**src/rtl/sr_pulse_sequencer_if.sv**
```systemverilog
// Command/handshake and flip-flop drive bundle for sr_pulse_sequencer.
// master: command source and flip-flop side (supplies Q_FB).
// slave:  the sequencer.
interface sr_pulse_sequencer_if;
  logic REQ_VALID;
  logic SET_REQ;
  logic CLR_REQ;
  logic REQ_READY;
  logic Q_FB;
  logic S;
  logic R;
  logic BUSY;
  logic DONE;
  logic ERR;

  modport master (
    output REQ_VALID, SET_REQ, CLR_REQ, Q_FB,
    input  REQ_READY, S, R, BUSY, DONE, ERR
  );

  modport slave (
    input  REQ_VALID, SET_REQ, CLR_REQ, Q_FB,
    output REQ_READY, S, R, BUSY, DONE, ERR
  );
endinterface

```
**src/rtl/sr_pulse_sequencer.sv**
```systemverilog
// sr_pulse_sequencer: turns set/clear commands into timed, mutually exclusive
// S/R pulses for an SR flip-flop, then checks Q feedback and reports DONE/ERR.
// Optional feature macro: SR_SEQ_CONFLICT_TOGGLE_EN
//   defined   -> {SET,CLR}={1,1} toggles (target = ~Q_FB at the accepting edge)
//   undefined -> {SET,CLR}={1,1} behaves as clear (reset wins)
module sr_pulse_sequencer #(
  parameter int unsigned PULSE_CYC = 2,
  parameter int unsigned GAP_CYC   = 1,
  parameter int unsigned CNT_W     = 4
) (
  input logic                 CLK,
  input logic                 RST,
  sr_pulse_sequencer_if.slave bus
);

  localparam logic [1:0] ST_IDLE  = 2'd0;
  localparam logic [1:0] ST_PULSE = 2'd1;
  localparam logic [1:0] ST_GAP   = 2'd2;
  localparam logic [1:0] ST_CHECK = 2'd3;

  localparam logic [CNT_W-1:0] PULSE_LAST = CNT_W'(PULSE_CYC - 1);
  localparam logic [CNT_W-1:0] GAP_LAST   = CNT_W'(GAP_CYC - 1);

  logic [1:0]       state_q, state_d;
  logic [CNT_W-1:0] cnt_q, cnt_d;
  logic             exp_q, exp_d;
  logic             s_q, s_d;
  logic             r_q, r_d;
  logic             ready_q, ready_d;
  logic             busy_q, busy_d;
  logic             done_q, done_d;
  logic             err_q, err_d;
  logic             target_c;

  // Target Q value for the command currently on the bus.
`ifdef SR_SEQ_CONFLICT_TOGGLE_EN
  assign target_c = (bus.SET_REQ && bus.CLR_REQ) ? ~bus.Q_FB : bus.SET_REQ;
`else
  assign target_c = bus.SET_REQ && !bus.CLR_REQ;
`endif

  // State register.
  always_ff @(posedge CLK or posedge RST) begin
    if (RST) begin
      state_q <= ST_IDLE;
    end else begin
      state_q <= state_d;
    end
  end

  // Next-state and next-output logic; outputs are derived from the next state.
  always_comb begin
    state_d = state_q;
    cnt_d   = cnt_q + CNT_W'(1);
    exp_d   = exp_q;
    s_d     = 1'b0;
    r_d     = 1'b0;
    done_d  = 1'b0;
    err_d   = 1'b0;
    case (state_q)
      ST_IDLE: begin
        cnt_d = '0;
        if (ready_q && bus.REQ_VALID && (bus.SET_REQ || bus.CLR_REQ)) begin
          state_d = ST_PULSE;
          exp_d   = target_c;
          s_d     = target_c;
          r_d     = !target_c;
        end
      end
      ST_PULSE: begin
        s_d = s_q;
        r_d = r_q;
        if (cnt_q == PULSE_LAST) begin
          state_d = ST_GAP;
          cnt_d   = '0;
          s_d     = 1'b0;
          r_d     = 1'b0;
        end
      end
      ST_GAP: begin
        if (cnt_q == GAP_LAST) begin
          state_d = ST_CHECK;
          done_d  = 1'b1;
          err_d   = (bus.Q_FB != exp_q);
        end
      end
      ST_CHECK: begin
        state_d = ST_IDLE;
        cnt_d   = '0;
      end
      default: begin
        state_d = ST_IDLE;
        cnt_d   = '0;
      end
    endcase
    ready_d = (state_d == ST_IDLE);
    busy_d  = (state_d != ST_IDLE);
  end

  // Registered datapath and outputs; reset clears everything immediately.
  always_ff @(posedge CLK or posedge RST) begin
    if (RST) begin
      cnt_q   <= '0;
      exp_q   <= 1'b0;
      s_q     <= 1'b0;
      r_q     <= 1'b0;
      ready_q <= 1'b0;
      busy_q  <= 1'b0;
      done_q  <= 1'b0;
      err_q   <= 1'b0;
    end else begin
      cnt_q   <= cnt_d;
      exp_q   <= exp_d;
      s_q     <= s_d;
      r_q     <= r_d;
      ready_q <= ready_d;
      busy_q  <= busy_d;
      done_q  <= done_d;
      err_q   <= err_d;
    end
  end

  assign bus.S         = s_q;
  assign bus.R         = r_q;
  assign bus.REQ_READY = ready_q;
  assign bus.BUSY      = busy_q;
  assign bus.DONE      = done_q;
  assign bus.ERR       = err_q;

endmodule

```
**src/flat_wrapper.sv**
```systemverilog
// flat-port wrapper written by rule: the top's interface ports become plain ports
module sr_pulse_sequencer_flat 
#(
  parameter int unsigned PULSE_CYC = 2,
  parameter int unsigned GAP_CYC   = 1,
  parameter int unsigned CNT_W     = 4
)
  (CLK, RST, bus_REQ_VALID, bus_SET_REQ, bus_CLR_REQ, bus_Q_FB, bus_REQ_READY, bus_S, bus_R, bus_BUSY, bus_DONE, bus_ERR);
  sr_pulse_sequencer_if bus_i ();
  input logic CLK;
  input logic RST;
  input wire logic [$bits(bus_i.REQ_VALID)-1:0] bus_REQ_VALID;
  input wire logic [$bits(bus_i.SET_REQ)-1:0] bus_SET_REQ;
  input wire logic [$bits(bus_i.CLR_REQ)-1:0] bus_CLR_REQ;
  input wire logic [$bits(bus_i.Q_FB)-1:0] bus_Q_FB;
  output wire logic [$bits(bus_i.REQ_READY)-1:0] bus_REQ_READY;
  output wire logic [$bits(bus_i.S)-1:0] bus_S;
  output wire logic [$bits(bus_i.R)-1:0] bus_R;
  output wire logic [$bits(bus_i.BUSY)-1:0] bus_BUSY;
  output wire logic [$bits(bus_i.DONE)-1:0] bus_DONE;
  output wire logic [$bits(bus_i.ERR)-1:0] bus_ERR;
  assign bus_i.REQ_VALID = bus_REQ_VALID;
  assign bus_i.SET_REQ = bus_SET_REQ;
  assign bus_i.CLR_REQ = bus_CLR_REQ;
  assign bus_i.Q_FB = bus_Q_FB;
  assign bus_REQ_READY = bus_i.REQ_READY;
  assign bus_S = bus_i.S;
  assign bus_R = bus_i.R;
  assign bus_BUSY = bus_i.BUSY;
  assign bus_DONE = bus_i.DONE;
  assign bus_ERR = bus_i.ERR;
  sr_pulse_sequencer #(.PULSE_CYC(PULSE_CYC), .GAP_CYC(GAP_CYC), .CNT_W(CNT_W)) u_core (.CLK(CLK), .RST(RST), .bus(bus_i));
endmodule
```
**config.mk**
```make
export PLATFORM = sky130hd
export DESIGN_NAME = sr_pulse_sequencer_flat
export DESIGN_NICKNAME = d
export VERILOG_FILES = /design/src/rtl/sr_pulse_sequencer_if.sv /design/src/rtl/sr_pulse_sequencer.sv /design/src/flat_wrapper.sv
export SDC_FILE = /design/constraint.sdc
export NUM_CORES = 1
export LEC_CHECK = 0
export CORE_MARGIN = 5
export CORE_UTILIZATION = 35
export CTS_CLUSTER_DIAMETER = 120
export CTS_CLUSTER_SIZE = 40
export DETAILED_ROUTE_END_ITERATION = 6
export GPL_ROUTABILITY_DRIVEN = 0
export HOLD_SLACK_MARGIN = 0.15
export PLACE_DENSITY = 0.62
export SYNTH_ARGS = -nofsm -noshare
export SYNTH_HDL_FRONTEND = slang
export SYNTH_SLANG_ARGS = --single-unit
```
**constraint.sdc**
```tcl
create_clock -name CLK -period 2.6 [get_ports CLK]
set_clock_uncertainty 0.2 [all_clocks]
set_input_delay 0.52 -clock CLK [delete_from_list [all_inputs] [get_ports CLK]]
set_output_delay 0.52 -clock CLK [all_outputs]
set_load 0.01 [all_outputs]
```
==> impl_metrics.json <==
{
  "wl_per_cell_um": 13.0,
  "setup_viol": 0,
  "synth_warnings": 0,
  "yosys_most_used_dff": "dfrtp_1",
  "p_switching_w": 0.000255,
  "drt_iter0_drc": 7,
  "startpoint_type": "flop",
  "yosysTopAreaCell": "dfrtp_1",
  "synth_cell_type_count": 21,
  "fillCellCount": 148,
  "cp-end-kind": "primary output",
  "ctsResizeCount": 0,
  "initial_core_util_pct": 37.9,
  "synth.top_cell.area_share_pct": 55.1,
  "cts-root-buf": "clkbuf_4",
  "criticalPathCategory": "reg2out",
  "gr-total-overflow": 0,
  "antenna_left": 0,
  "cts_tree": "built",
  "dr.pass1.iters": 4,
  "max_slew_margin_pct": 67.4,
  "worst_pin_slew_ps": 488,
  "netSwitchingFraction_pct": 34.1,
  "ioPinCount": 12,
  "clkTransAtPathRegs_ps": 80,
  "drt-total-wl_um": 1040,
  "cp.required_ps": 1880,
  "syn_inst": 49,
  "antenna_found_initial": 0,
  "die_w_um": 51.1,
  "drv_slew": 0,
  "r2r_start": "u_core.cnt_q[1]",
  "via_per_inst": 5.03,
  "grt_pass1_wl_um": 1810,
  "rows": 14,
  "synth_most_common_cell": "dfrtp_1",
  "synth_fp_nets": 58,
  "clock_path_buffers": 2,
  "ys_top_cells_by_area": "dfrtp_1 (55%), ha_1 (6.4%), nor2_1 (3.2%)",
  "cp_slowest_cell": "clkdlybuf4s50_1",
  "cp_max_fo": 2,
  "hp-start": "u_core.bus.S",
  "pwr-share-clk_pct": 16.9,
  "numCtsBuffers": 3,
  "cp.arrival_ps": 1180,
  "crit_start": "u_core.bus.REQ_READY",
  "numClockSinks": 13,
  "power.density_nw_per_um2": 1000,
  "num_vias": 402,
  "synth-edff-count": 0,
  "leakage_nw": 0.345,
  "syn_area_per_cell_um2": 12.1,
  "synth-seq-cells": 13,
  "die_y_um": 51.1,
  "crit_chain": "clkdlybuf4s50_1",
  "port_buffers": 11,
  "period_needed_ps": 1900,
  "cpLargestDelayFamily": "buffers and inverters",
  "path_buf_inv": 1,
  "period_share_pct": 73.2,
  "cap_violations": 0,
  "grt_pass1_vias": 412,
  "timing.hold.ws_ps": 293,
  "tns_ps": 0,
  "grt_usage_pct": 9.88,
  "grt_max_degree": 14,
  "clk_latency_ps": 280,
  "combPwrFrac_pct": 40.9,
  "dieArea_um2": 2610,
  "core_um2": 1560,
  "peakVddDrop_mv": 0.450,
  "p_int_w": 0.000492,
  "area_growth_pct": 26.5,
  "fmax_mhz": 525,
  "async_flop_share_pct": 100,
  "yosysSeqAreaShare_pct": 55.1,
  "pwr-share-seq_pct": 42.3,
  "hold_viol": 0,
  "netlist_area_um2": 591,
  "drc_errors": 0,
  "dp_hpwl_um": 761,
  "max_stage_delay_ps": 540,
  "synth_common_cells": "dfrtp_1 (13), nor2_1 (5), inv_1 (4)",
  "cts_hold_buf": 0,
  "cts_max_level": 1,
  "layout-drive-gt1-share_pct": 12.5,
  "nets": 74,
  "cts_setup_buffers": 0,
  "status": "completed",
  "rsz0062_at_grt": "no",
  "diodes": 0,
  "hp-class": "reg2reg"
}
[layer usage]
metal | global-route usage, % | share of wire, % | vias up
met4 | 8.07 | 3.4 | 0
met2 | 14.6 | 48 | 11
li1 | - | - | 193
met3 | 2.91 | 5.7 | 4
met1 | 11.9 | 43 | 194
met5 | 0 | 0 | -
[final cells by class]
cell class | count | area [um2] | area share (%)
clock buffers | 4 | 26.3 | 3.52
inverters | 4 | 15.0 | 2.01
multi-input cells | 32 | 250 | 33.5
flip-flops and latches | 13 | 325 | 43.6
well taps | 16 | 20.0 | 2.68
repair buffers | 11 | 110 | 14.7
[per-stage QoR]
step	instances	area (um2)	total power, W	worst slack (ps)	util, %
6_report	80	747	0.000747	696	47.9
5_1_grt	80	747	0.000807	640	47.9
4_1_cts	80	747	0.000762	684	47.9
3_5_place_dp	76	721	0.000634	625	46.2
3_3_place_gp	76	721	0.000628	656	46.2
2_1_floorplan	49	591	0.000519	1110	-
[sequential cells by signal, indices dropped and copies added (netlist names)]
signal                cells
u_core.bus.BUSY           1
u_core.bus.DONE           1
u_core.exp_q              1
u_core.bus.REQ_READY      1
u_core.bus.R              1
u_core.cnt_q              4
u_core.bus.S              1
u_core.state_q            2
u_core.bus.ERR            1
[power by group through the flow]
stage	clock (W)	combinational [W]	sequential, W
finish	0.000126	0.000305	0.000316
global route	0.000138	0.000341	0.000327
CTS	0.000130	0.000313	0.000319
detailed placement	0	0.000312	0.000322
global placement	0	0.000309	0.000319
floorplan	0	0.000194	0.000326
[cell usage in the layout (no fill, tap or decap)]
cell type,synthesis,layout
dfrtp_1,13,13
o2bb2ai_1,2,2
a21oi_4,1,1
inv_1,4,4
and2b_1,2,2
nand3b_1,1,1
nor2_2,1,1
clkdlybuf4s50_1,0,11
nand2b_1,2,2
or2b_1,1,1
clkbuf_1,0,1
o21ai_1,1,1
nor2_1,5,5
ha_1,3,3
o2111ai_2,1,1
mux2_4,1,1
clkbuf_4,0,3
or3b_4,1,1
xor2_1,1,1
a21oi_1,1,1
nor2b_1,2,2
xnor2_1,2,2
and3_1,1,1
nand3_1,3,3
[path summary, 6_finish.rpt]
| check | endpoint | slack [ps] | depth (start not counted) |
|---|---|---|---|
| worst max register to register | u_core.cnt_q[1] | 1000 | 5 |
| worst min-delay path | u_core.bus.S | 290 | 1 |
| max in group asynchronous | u_core.bus.R | 1510 | 2 |
| worst min register to register | u_core.bus.S | 290 | 1 |
| worst max-delay path | bus_REQ_READY | 700 | 1 |
| min in group asynchronous | u_core.cnt_q[3] | 360 | 2 |
[kinds of logic after synthesis]
family | synth area share (%)
muxes | 2.54
and+or+nand+nor | 19.1
buffers and inverters | 2.54
adders and majority gates | 6.36
DFF | 55.1
AOI/OAI and AO/OA | 9.96
xor gates and xnor gates | 4.45
Note: power is estimated with default switching activity, not from simulation.
